===== config.mk =====
export PLATFORM = sky130hd
export DESIGN_NAME = uk101_video_timing
export DESIGN_NICKNAME = d
export VERILOG_FILES = /design/src/rtl/uk101_video_pkg.sv /design/src/rtl/ce_divider.sv /design/src/rtl/uk101_video_timing.sv
export SDC_FILE = /design/constraint.sdc
export NUM_CORES = 1
export LEC_CHECK = 0
export ABC_AREA = 1
export CAP_MARGIN = 20
export CORE_MARGIN = 1
export CORE_UTILIZATION = 43
export DETAILED_ROUTE_END_ITERATION = 8
export DONT_BUFFER_PORTS = 1
export PLACE_DENSITY = 0.66
export SLEW_MARGIN = 20
export SYNTH_ARGS = -nofsm -noshare
export SYNTH_HDL_FRONTEND = slang
export SYNTH_SLANG_ARGS = --single-unit

===== constraint.sdc =====
create_clock -name clk -period 3 [get_ports clk]
set_input_delay 0.6 -clock clk [delete_from_list [all_inputs] [get_ports clk]]
set_output_delay 0.6 -clock clk [all_outputs]
set_load 0.05 [all_outputs]

===== src/rtl/uk101_video_pkg.sv =====
// Shared timing defaults, mode encoding and counter sizing for the UK101 video path.
package uk101_video_pkg;

    localparam int DEF_CLK_DIV      = 5;
    localparam int DEF_H_TOTAL      = 640;
    localparam int DEF_H_ACTIVE0    = 512;
    localparam int DEF_H_ACTIVE1    = 384;
    localparam int DEF_H_SYNC_START = 560;
    localparam int DEF_H_SYNC_LEN   = 48;
    localparam int DEF_V_TOTAL      = 312;
    localparam int DEF_V_ACTIVE0    = 256;
    localparam int DEF_V_ACTIVE1    = 256;
    localparam int DEF_V_SYNC_START = 272;
    localparam int DEF_V_SYNC_LEN   = 4;
    localparam bit DEF_HS_POL       = 1'b0;
    localparam bit DEF_VS_POL       = 1'b0;

    typedef enum logic {
        MODE_64X32 = 1'b0,
        MODE_48X16 = 1'b1
    } video_mode_e;

    // Bits needed to hold 0..n-1; never less than one.
    function automatic int cnt_width(input int n);
        return (n < 2) ? 1 : $clog2(n);
    endfunction

endpackage


===== src/rtl/ce_divider.sv =====
// Free-running divide-by-DIV clock enable: one-clock pulse every DIV clocks.
module ce_divider
    import uk101_video_pkg::*;
#(
    parameter int DIV = DEF_CLK_DIV
) (
    input  logic clk,
    input  logic n_reset,
    output logic ce
);

    localparam int CW = cnt_width(DIV);
    localparam logic [CW-1:0] LAST = CW'(DIV - 1);

    logic [CW-1:0] cnt_q, cnt_d;
    logic          ce_q, ce_d;

    generate
        if (DIV < 2) begin : g_bad_div
            $error("ce_divider: DIV must be at least 2");
        end
    endgenerate

    // The enable is registered, so it appears on the edge that wraps the counter.
    always_comb begin
        cnt_d = (cnt_q == LAST) ? '0 : cnt_q + CW'(1);
        ce_d  = (cnt_q == LAST);
    end

    always_ff @(posedge clk or negedge n_reset) begin
        if (!n_reset) begin
            cnt_q <= '0;
            ce_q  <= 1'b0;
        end else begin
            cnt_q <= cnt_d;
            ce_q  <= ce_d;
        end
    end

    assign ce = ce_q;

endmodule


===== src/rtl/uk101_video_timing.sv =====
// Pixel-enable and raster timing generator with two active windows selected at frame wrap.
module uk101_video_timing
    import uk101_video_pkg::*;
#(
    parameter int CLK_DIV      = DEF_CLK_DIV,
    parameter int H_TOTAL      = DEF_H_TOTAL,
    parameter int H_ACTIVE0    = DEF_H_ACTIVE0,
    parameter int H_ACTIVE1    = DEF_H_ACTIVE1,
    parameter int H_SYNC_START = DEF_H_SYNC_START,
    parameter int H_SYNC_LEN   = DEF_H_SYNC_LEN,
    parameter int V_TOTAL      = DEF_V_TOTAL,
    parameter int V_ACTIVE0    = DEF_V_ACTIVE0,
    parameter int V_ACTIVE1    = DEF_V_ACTIVE1,
    parameter int V_SYNC_START = DEF_V_SYNC_START,
    parameter int V_SYNC_LEN   = DEF_V_SYNC_LEN,
    parameter bit HS_POL       = DEF_HS_POL,
    parameter bit VS_POL       = DEF_VS_POL
) (
    input  logic                           clk,
    input  logic                           n_reset,
    input  logic                           mode,
    output logic                           ce_pix,
    output logic [cnt_width(H_TOTAL)-1:0]  hcount,
    output logic [cnt_width(V_TOTAL)-1:0]  vcount,
    output logic                           hsync,
    output logic                           vsync,
    output logic                           hblank,
    output logic                           vblank,
    output logic                           de,
    output logic                           line_start,
    output logic                           frame_start,
    output logic                           mode_active
);

    localparam int HW = cnt_width(H_TOTAL);
    localparam int VW = cnt_width(V_TOTAL);

    localparam logic [HW-1:0] H_LAST = HW'(H_TOTAL - 1);
    localparam logic [VW-1:0] V_LAST = VW'(V_TOTAL - 1);
    localparam logic [HW-1:0] HA0    = HW'(H_ACTIVE0);
    localparam logic [HW-1:0] HA1    = HW'(H_ACTIVE1);
    localparam logic [VW-1:0] VA0    = VW'(V_ACTIVE0);
    localparam logic [VW-1:0] VA1    = VW'(V_ACTIVE1);
    // Sync window ends may equal the total, which can need one more bit.
    localparam logic [HW:0]   HS_BEG = (HW + 1)'(H_SYNC_START);
    localparam logic [HW:0]   HS_END = (HW + 1)'(H_SYNC_START + H_SYNC_LEN);
    localparam logic [VW:0]   VS_BEG = (VW + 1)'(V_SYNC_START);
    localparam logic [VW:0]   VS_END = (VW + 1)'(V_SYNC_START + V_SYNC_LEN);

    generate
        if (CLK_DIV < 2) begin : g_chk_div
            $error("uk101_video_timing: CLK_DIV must be at least 2");
        end
        if (H_ACTIVE0 > H_SYNC_START || H_ACTIVE1 > H_SYNC_START ||
            H_SYNC_START + H_SYNC_LEN > H_TOTAL) begin : g_chk_h
            $error("uk101_video_timing: inconsistent horizontal timing");
        end
        if (V_ACTIVE0 > V_SYNC_START || V_ACTIVE1 > V_SYNC_START ||
            V_SYNC_START + V_SYNC_LEN > V_TOTAL) begin : g_chk_v
            $error("uk101_video_timing: inconsistent vertical timing");
        end
    endgenerate

    logic ce_w;

    ce_divider #(
        .DIV (CLK_DIV)
    ) u_ce_divider (
        .clk     (clk),
        .n_reset (n_reset),
        .ce      (ce_w)
    );

    logic [HW-1:0] hcount_q, hcount_d;
    logic [VW-1:0] vcount_q, vcount_d;
    video_mode_e   mode_active_q, mode_active_d;
    logic          mode_meta_q, mode_meta_d;
    logic          mode_sync_q, mode_sync_d;
    logic          hsync_q, hsync_d;
    logic          vsync_q, vsync_d;
    logic          hblank_q, hblank_d;
    logic          vblank_q, vblank_d;
    logic          de_q, de_d;
    logic [HW-1:0] ha;
    logic [VW-1:0] va;
    logic          hs_on, vs_on;

    // Decode is taken from the next counter values so outputs move with the counters.
    always_comb begin
        hcount_d      = hcount_q;
        vcount_d      = vcount_q;
        mode_active_d = mode_active_q;
        mode_meta_d   = mode;
        mode_sync_d   = mode_meta_q;

        if (ce_w) begin
            if (hcount_q == H_LAST) begin
                hcount_d = '0;
                if (vcount_q == V_LAST) begin
                    vcount_d      = '0;
                    mode_active_d = video_mode_e'(mode_sync_q);
                end else begin
                    vcount_d = vcount_q + VW'(1);
                end
            end else begin
                hcount_d = hcount_q + HW'(1);
            end
        end

        ha       = (mode_active_d == MODE_48X16) ? HA1 : HA0;
        va       = (mode_active_d == MODE_48X16) ? VA1 : VA0;
        hblank_d = (hcount_d >= ha);
        vblank_d = (vcount_d >= va);
        de_d     = ~(hblank_d | vblank_d);
        hs_on    = ({1'b0, hcount_d} >= HS_BEG) && ({1'b0, hcount_d} < HS_END);
        vs_on    = ({1'b0, vcount_d} >= VS_BEG) && ({1'b0, vcount_d} < VS_END);
        hsync_d  = hs_on ? HS_POL : ~HS_POL;
        vsync_d  = vs_on ? VS_POL : ~VS_POL;
    end

    always_ff @(posedge clk or negedge n_reset) begin
        if (!n_reset) begin
            hcount_q      <= '0;
            vcount_q      <= '0;
            mode_active_q <= MODE_64X32;
            mode_meta_q   <= 1'b0;
            mode_sync_q   <= 1'b0;
            hsync_q       <= ~HS_POL;
            vsync_q       <= ~VS_POL;
            hblank_q      <= 1'b0;
            vblank_q      <= 1'b0;
            de_q          <= 1'b1;
        end else begin
            hcount_q      <= hcount_d;
            vcount_q      <= vcount_d;
            mode_active_q <= mode_active_d;
            mode_meta_q   <= mode_meta_d;
            mode_sync_q   <= mode_sync_d;
            hsync_q       <= hsync_d;
            vsync_q       <= vsync_d;
            hblank_q      <= hblank_d;
            vblank_q      <= vblank_d;
            de_q          <= de_d;
        end
    end

    assign ce_pix      = ce_w;
    assign hcount      = hcount_q;
    assign vcount      = vcount_q;
    assign hsync       = hsync_q;
    assign vsync       = vsync_q;
    assign hblank      = hblank_q;
    assign vblank      = vblank_q;
    assign de          = de_q;
    assign mode_active = mode_active_q;
    // Strobes mark the enable cycle of pixel 0, which is the last clock that pixel is held.
    assign line_start  = ce_w && (hcount_q == '0);
    assign frame_start = ce_w && (hcount_q == '0) && (vcount_q == '0);

endmodule


# ---- After elaboration in Yosys (flattened, before gate mapping)
# Index checks and enable logic that the tools add are counted.
dict set report classes {
  addsub 3
  magnitude_cmp 6
  eq_ne 3
  n_mux 12
  n_bitwise 2
  reduce_logical 6
}
# operator count
set op_table {}
lappend op_table {{10-bit two-way mux} 3}
lappend op_table {{9-bit two-way mux} 3}
lappend op_table {{9-bit >= comparator, second input constant} 2}
lappend op_table {{10-bit by 1-bit adder with 10-bit output, second input constant} 1}
lappend op_table {{10-bit equality test, second input constant} 1}
lappend op_table {{10-bit >= comparator} 1}
lappend op_table {{10-bit >= comparator, second input constant} 1}
lappend op_table {{10-bit zero test} 1}
lappend op_table {{10-bit < comparator, second input constant} 1}
lappend op_table {{9-bit by 1-bit adder with 9-bit output, second input constant} 1}
lappend op_table {{9-bit equality test, second input constant} 1}
lappend op_table {{9-bit zero test} 1}
lappend op_table {{9-bit < comparator, second input constant} 1}
lappend op_table {{1-bit two-way mux} 5}
lappend op_table {{1-bit logical AND} 4}
lappend op_table {{3-bit by 1-bit adder with 3-bit output, second input constant} 1}
lappend op_table {{3-bit equality test, second input constant} 1}
lappend op_table {{3-bit two-way mux} 1}
lappend op_table {{1-bit NOT} 1}
lappend op_table {{1-bit OR} 1}
dict set report word_totals {
  register_bits 31
  out_inout_bits 28
  word_cells 44
}

# ---- Depth between registers and ports, before layout
# Gate-level depths: netlist of run 1.
dict set report logic_depth {
  depth_word 8
  ltp_mapped 17
  mapped_depth_nobuf 17
}

# ---- By module
# Synthesis of run 1 repeated with hierarchy kept, for this count alone.
dict set report unflattened {
  cells_unflattened 232
  area_unflattened_um2 1871.8
}
# mod n_inst cells_each area_each_um2
set modules_own_cells {}
lappend modules_own_cells {uk101_video_timing 1 215 1702.9}
lappend modules_own_cells {ce_divider 1 17 168.9}

# ---- Least setup slack after synthesis of run 1
# OpenSTA, ideal clock, no wires.
dict set report synth_path {
  path_type {register to output}
  startpoint {register u_ce_divider.ce_q (netlist: u_ce_divider.ce)}
  endpoint {output port frame_start}
  arrival_ps 3295
  required_time_ps 2400
  slack_ps -895
  path_stages_with_launch 6
  n_path_buf 2
  cell_sequence {dfrtp_1 buf_4 buf_2 nand3_1 nor4_1 and3_1}
}
dict set report synth_via {
  elab_chain_len 2
}
# item line
set synth_lines {}
lappend synth_lines {{start, declared} ce_divider.sv:16} ;# logic ce_q, ce_d;
lappend synth_lines {{start signal, assigned} ce_divider.sv:33} ;# ce_q <= 1'b0;
lappend synth_lines {{start signal, assigned} ce_divider.sv:36} ;# ce_q <= ce_d;
lappend synth_lines {{1-bit logical AND} -}
lappend synth_lines {{net line_start} uk101_video_timing.sv:30} ;# output logic line_start,
lappend synth_lines {{1-bit logical AND} uk101_video_timing.sv:158} ;# assign frame_start = ce_w && (hcount_q == '0) && (vcount_q == '0);
lappend synth_lines {{end, declared} uk101_video_timing.sv:31} ;# output logic frame_start,
# The timed path passes the listed nets, and every way through them passes these cells.

# ---- Worst setup path after layout of run 1
dict set report layout_path {
  startpoint {register hcount_q[2] (netlist: hcount[2])}
  endpoint {output port frame_start}
}
dict set report layout_via {
  elab_chain_len 3
}
# item line
set layout_lines {}
lappend layout_lines {{start, declared} uk101_video_timing.sv:74} ;# logic [HW-1:0] hcount_q, hcount_d;
lappend layout_lines {{start signal, assigned} uk101_video_timing.sv:134} ;# hcount_q <= hcount_d;
lappend layout_lines {{10-bit zero test} uk101_video_timing.sv:158}
lappend layout_lines {{1-bit logical AND (2 in series)} uk101_video_timing.sv:158}
# No other way between the ends.

==> results.toml, run 1 <==
[setup_path]
end_kind = "primary output"
required_ns = 2.40
reg2reg_depth = 13
path_max_fanout = 6
critical_path_class = "register to primary output"
slowest_delay_ns = 0.62
r2r-start = "hcount[2]$_DFF_PN0_"
r2r_end = "de$_DFF_PN1_"
cp.arrival_ns = 1.90
crit_chain = "nor2_1 > nand3_1 > nor4_4 > and3_1 > buf_12"
critPathSlowestCell = "dfrtp_1"
crit_path_start_kind = "register"
ff2ff_setup_slack_ns = 0.56

[clock_network]
clock_path_buffers = 2
htreeDepth = 2
root_buffer = "clkbuf_8"
clk_latency_ns = 0.28
cts.clk_slew.worst_paths_ns = 0.06
cts_resized = 0
cts.sinks = 30
cts_buffers = 5
cts_tree = "done"

[route]
wl_per_cell_um = 12.7
ant_nets = 0
drt_iter0_drc = 52
totalWireLength_um = 3940
remaining_drc_errors = 0
vias = 1536
drtPass1Iterations = 4
viasPerCell = 4.95

[finish]
synthToLayoutAreaGrowth_pct = 16.2
final_core_util = 0.522
final_layout_size_suffix_gt1_frac = 0.188
diodes = 0
nets = 270

[grt]
grt_max_degree = 28
globalRouteTotalUtil = 0.205
antenna_found_initial = 0
grt_pass1_vias = 1484
grt_pass1_wl_um = 6640
grt_overflow = 0

[yosys]
yosysWarningCount = 0
synth-edff-count = 0
synthArstFlopShare = 1.00
synth.most_common_cell = "nand2_1"
yosysTopAreaCell = "dfrtp_1"
synth_seq_area_share = 0.420
synth_nets = 251
synth_area_leaders = "dfrtp_1 (38%), nand2_1 (11%), inv_1 (9.6%)"
synthCells = 240
syn-cell-area_mm2 = 0.00180
synth_seq_cells = 30
synth_common_cells = "nand2_1 (51), inv_1 (46), dfrtp_1 (27), nand3_1 (27), nor2_1 (25)"
synth_area_per_cell_um2 = 7.49
yosys_most_used_dff = "dfrtp_1"
ys_types = 27
yosysTopAreaCellShare = 0.376

[floorplan]
die-area_mm2 = 0.00444
die_y_um = 66.6
rows = 23
core_mm2 = 0.00400
fp.dieW_um = 66.6
start_util = 0.449
io_pins = 31

[sta]
maxSlewHeadroom = 0.551
finalCriticalPeriod_ns = 2.50
slew_violations = 0
fmax_mhz = 399
worst_pin_slew_ns = 0.673
rsz0062_at_grt = "no"
setup_viol_count_final = 0
min_period_over_period = 0.834
setup-tns-final_ns = 0
finalHoldViolCount = 0
fin_skew_ns = 0.00129

[power]
power_density_mw_per_mm2 = 360
irDropWorstVdd_mv = 0.289
leakagePower_uw = 0.00118

[place]
io_buffers = 0
gp_congestion = 0.860
place_hpwl_um = 2960

[flow_run]
drv_cap = 0

[hold_path]
worstHoldPathType = "primary input to asynchronous set/reset pin"

[status]
outcome = "completed"
==> cells in the final DEF, fill, tap and decap left out, drive strengths merged <==
cell type,n
nand2,59
inv,51
nor2,32
nand3,27
dfrtp,27
buf,16
ha,8
o21ai,8
nand4,7
clkbuf,6
a21oi,5
dfstp,3
xor2,2
nor3,2
o21bai,1
or2,1
nor4,1
and3,1
xnor2,1
clkinvlp,1
clkinv,1
==> registers in the layout, indices dropped and copies added, names as in the netlist <==
name	count
vblank	1
mode_sync_q	1
de	1
mode_active	1
mode_meta_q	1
hsync	1
hblank	1
u_ce_divider.ce	1
u_ce_divider.cnt_q	3
hcount	10
vcount	8
vsync	1
==> critical path: cells and delay by family (launching register included) <==
kind          cells  cell delay (ns)
simple gates      4             0.86
flops             1             0.62
buf+inv           1             0.15
==> power by group <==
| group | internal [uW] | total, uW | switching [uW] |
|---|---|---|---|
| Sequential | 406 | 407 | 0.340 |
| Combinational | 2.84 | 9.89 | 7.05 |
| Clock | 184 | 336 | 152 |
==> cell type report <==
cell class                 instances  area [um^2]
clock buffer                       6         82.6
timing repair buffer              16          145
clock inverter                     2         12.5
multi-input combinational        155          838
inverter                          51          191
sequential                        30          754
fill                             400         1910
tap                               50         62.6
==> metal layers <==
metal,track usage,wire (um)
met1,0.244,1780
met2,0.348,1870
met3,0.0514,208
met4,0.0824,73
met5,0,0
==> worst max path at each step <==
stage / start / slack [ns] / depth (start not counted) / end
CTS: hcount[2]$_DFF_PN0_ / 0.45 / 5 / frame_start
global placement: hcount[2]$_DFF_PN0_ / 0.66 / 15 / de$_DFF_PN1_
detailed placement: hcount[2]$_DFF_PN0_ / 0.57 / 13 / de$_DFF_PN1_
finish: hcount[2]$_DFF_PN0_ / 0.50 / 5 / frame_start
floorplan: u_ce_divider.ce$_DFF_PN0_ / 0.09 / 5 / frame_start
global route: hcount[2]$_DFF_PN0_ / 0.28 / 13 / de$_DFF_PN1_
==> metrics by stage <==
| stage | instance area (um^2) | hold WS [ns] | setup WS, ns | cells | total power, uW |
|---|---|---|---|---|---|
| 3_3_place_gp | 1970 | 0.305 | 0.658 | 301 | 414 |
| 2_1_floorplan | 1810 | 0.304 | 0.0914 | 240 | 414 |
| 5_1_grt | 2090 | 0.129 | 0.277 | 310 | 784 |
| 6_report | 2090 | 0.126 | 0.497 | 310 | 752 |
| 4_1_cts | 2090 | 0.130 | 0.454 | 310 | 768 |
| 3_5_place_dp | 1970 | 0.306 | 0.574 | 301 | 414 |
==> cell families (layout without fill, tap and decap cells) <==
family | Yosys count | count (layout) | share of synthesized area
AO/OA/AOI/OAI | 14 | 14 | 0.0425
XOR/XNOR | 3 | 3 | 0.0146
adder cells (fa/ha/maj) | 8 | 8 | 0.0557
buffers and inverters | 55 | 75 | 0.122
flip-flops | 30 | 30 | 0.420
AND/OR/NAND/NOR | 130 | 130 | 0.345
==> what timing repair did <==
action | CTS | global route
setup endpoints to repair | 0 | 0
setup buffers | 0 | 0
hold endpoints to repair | 27 | 0
hold buffers | 1 | 0
Note: power is estimated with default switching activity, not from simulation.
==> run 2, diff against run 1 <==
--- a/config.mk
+++ b/config.mk
@@ -11,7 +11,7 @@
 export CORE_UTILIZATION = 43
 export DETAILED_ROUTE_END_ITERATION = 8
 export DONT_BUFFER_PORTS = 1
-export PLACE_DENSITY = 0.66
+export PLACE_DENSITY = 0.68
 export SLEW_MARGIN = 20
 export SYNTH_ARGS = -nofsm -noshare
 export SYNTH_HDL_FRONTEND = slang
==> constraint.sdc (replaced) <==
create_clock -name clk -period 2.2 [get_ports clk]
set_input_delay 0.44 -clock clk [delete_from_list [all_inputs] [get_ports clk]]
set_output_delay 0.44 -clock clk [all_outputs]
set_load 0.05 [all_outputs]
==> results.toml, run 2 (synthesized netlist as in run 1, its figures left out) <==
[sta]
finalCriticalPeriod_ns = 2.13
setup_viol_count_final = 0
fmax_mhz = 470
finalHoldViolCount = 0
min_period_over_period = 0.966
slew_violations = 0
fin_skew_ns = 0.00136
worst_pin_slew_ns = 0.456
setup-tns-final_ns = 0
maxSlewHeadroom = 0.696
fin_hold_ws_ns = 0.181

[clock_network]
cts_tree = "done"
clock_path_buffers = 2
htreeDepth = 2
cts.sinks = 30
clk_latency_ns = 0.28
cts.clk_slew.worst_paths_ns = 0.07
cts_buffers = 5
root_buffer = "clkbuf_8"

[setup_path]
path_delay_family = "simple AND/OR/NAND/NOR gates"
required_ns = 1.76
critical_path_class = "register to primary output"
cp.arrival_ns = 1.69
crit_chain = "buf_4 > inv_1 > nand3_2 > nor4_4 > and3_4"
end_kind = "primary output"
path_max_fanout = 4
crit_path_start_kind = "register"
critPathSlowestCell = "dfrtp_1"
slowest_delay_ns = 0.39
path_buf_inv = 2

[grt]
grt_pass1_wl_um = 6950
grt_pass1_vias = 1511
grt_max_degree = 31
globalRouteTotalUtil = 0.215
grt_overflow = 0
antenna_found_initial = 0

[finish]
largest_register_ff_count = 10
mostFrequentLayoutCells = "nand2_1 (51), inv_1 (44), buf_4 (27)"
final_core_util = 0.566
nets = 285
final_layout_size_suffix_gt1_frac = 0.291
final_common_cell = "nand2_1"
diodes = 0
synthToLayoutAreaGrowth_pct = 26.0

[floorplan]
die_y_um = 66.6
core_mm2 = 0.00400
start_util = 0.449
die-area_mm2 = 0.00444
rows = 23
fp.dieW_um = 66.6
io_pins = 31

[status]
outcome = "completed"

[hold_path]
worstHoldPathType = "primary input to register"

[route]
wl_per_cell_um = 13.0
totalWireLength_um = 4230
ant_nets = 0
viasPerCell = 4.84
drt_iter0_drc = 81
drtPass1Iterations = 4
remaining_drc_errors = 0
vias = 1574

[flow_run]
drv_cap = 0

[power]
power_density_mw_per_mm2 = 458
irDropWorstVdd_mv = 0.398
leakagePower_uw = 0.00124
total_power_uw = 1040

[place]
place_hpwl_um = 3200
io_buffers = 0
gp_congestion = 0.878
## run 2: cell count changes in the layout (fill, tap and decap cells not counted), sizes merged
cell / previous run / this run
buf: 16 / 30
dlygate4sd3: 0 / 1
## run 2: final timing paths
kind | slack [ns] | startpoint | cells past startpoint | end
hold / removal | 0.18 | mode | 0 | mode_meta_q$_DFF_PN0_
min in group asynchronous | 0.62 | n_reset | 2 | mode_active$_DFF_PN0_
setup / recovery | 0.07 | hcount[4]$_DFF_PN0_ | 5 | frame_start
max in group asynchronous | 1.35 | n_reset | 2 | vsync$_DFF_PN1_
setup reg to reg | 0.15 | hcount[0]$_DFF_PN0_ | 12 | de$_DFF_PN1_
hold reg to reg | 0.35 | mode_meta_q$_DFF_PN0_ | 0 | mode_sync_q$_DFF_PN0_
## run 2: stage by stage
stage               worst slack, ns  std cells  cell area, um^2
floorplan                    -0.188        240             1850
global placement              0.106        311             2070
global route                -0.0101        325             2260
detailed placement           0.0615        311             2070
finish                       0.0740        325             2260
CTS                          0.0367        321             2190
## run 2: layout make-up
cell class / count / area, um^2
clock inverter: 2 / 12.5
sequential: 30 / 766
inverter: 51 / 191
fill: 381 / 1740
multi-input combinational: 155 / 891
tap: 50 / 62.6
clock buffer: 6 / 82.6
timing repair buffer: 31 / 259
## run 2: what timing repair did
item | CTS | global route
endpoints found under the hold margin | 30 | 0
resized for setup | 1 | 9
setup endpoints to repair | 1 | 3
pin swaps | 0 | 7
hold buffers | 2 | 0
buffers inserted | 0 | 4
## run 2: metal layers
layer | up-vias | part of all wire | global-route usage
met5 | - | 0 | 0
met4 | 0 | 0.012 | 0.0665
met3 | 6 | 0.044 | 0.0565
met2 | 27 | 0.48 | 0.347
met1 | 732 | 0.47 | 0.278
li1 | 809 | - | -
## run 2: where the power goes
part / switching (uW) / internal (uW) / total [uW]
sequential: 0.381 / 554 / 554
clock: 216 / 251 / 467
combinational: 11.8 / 4.98 / 16.8
total: 228 / 810 / 1040
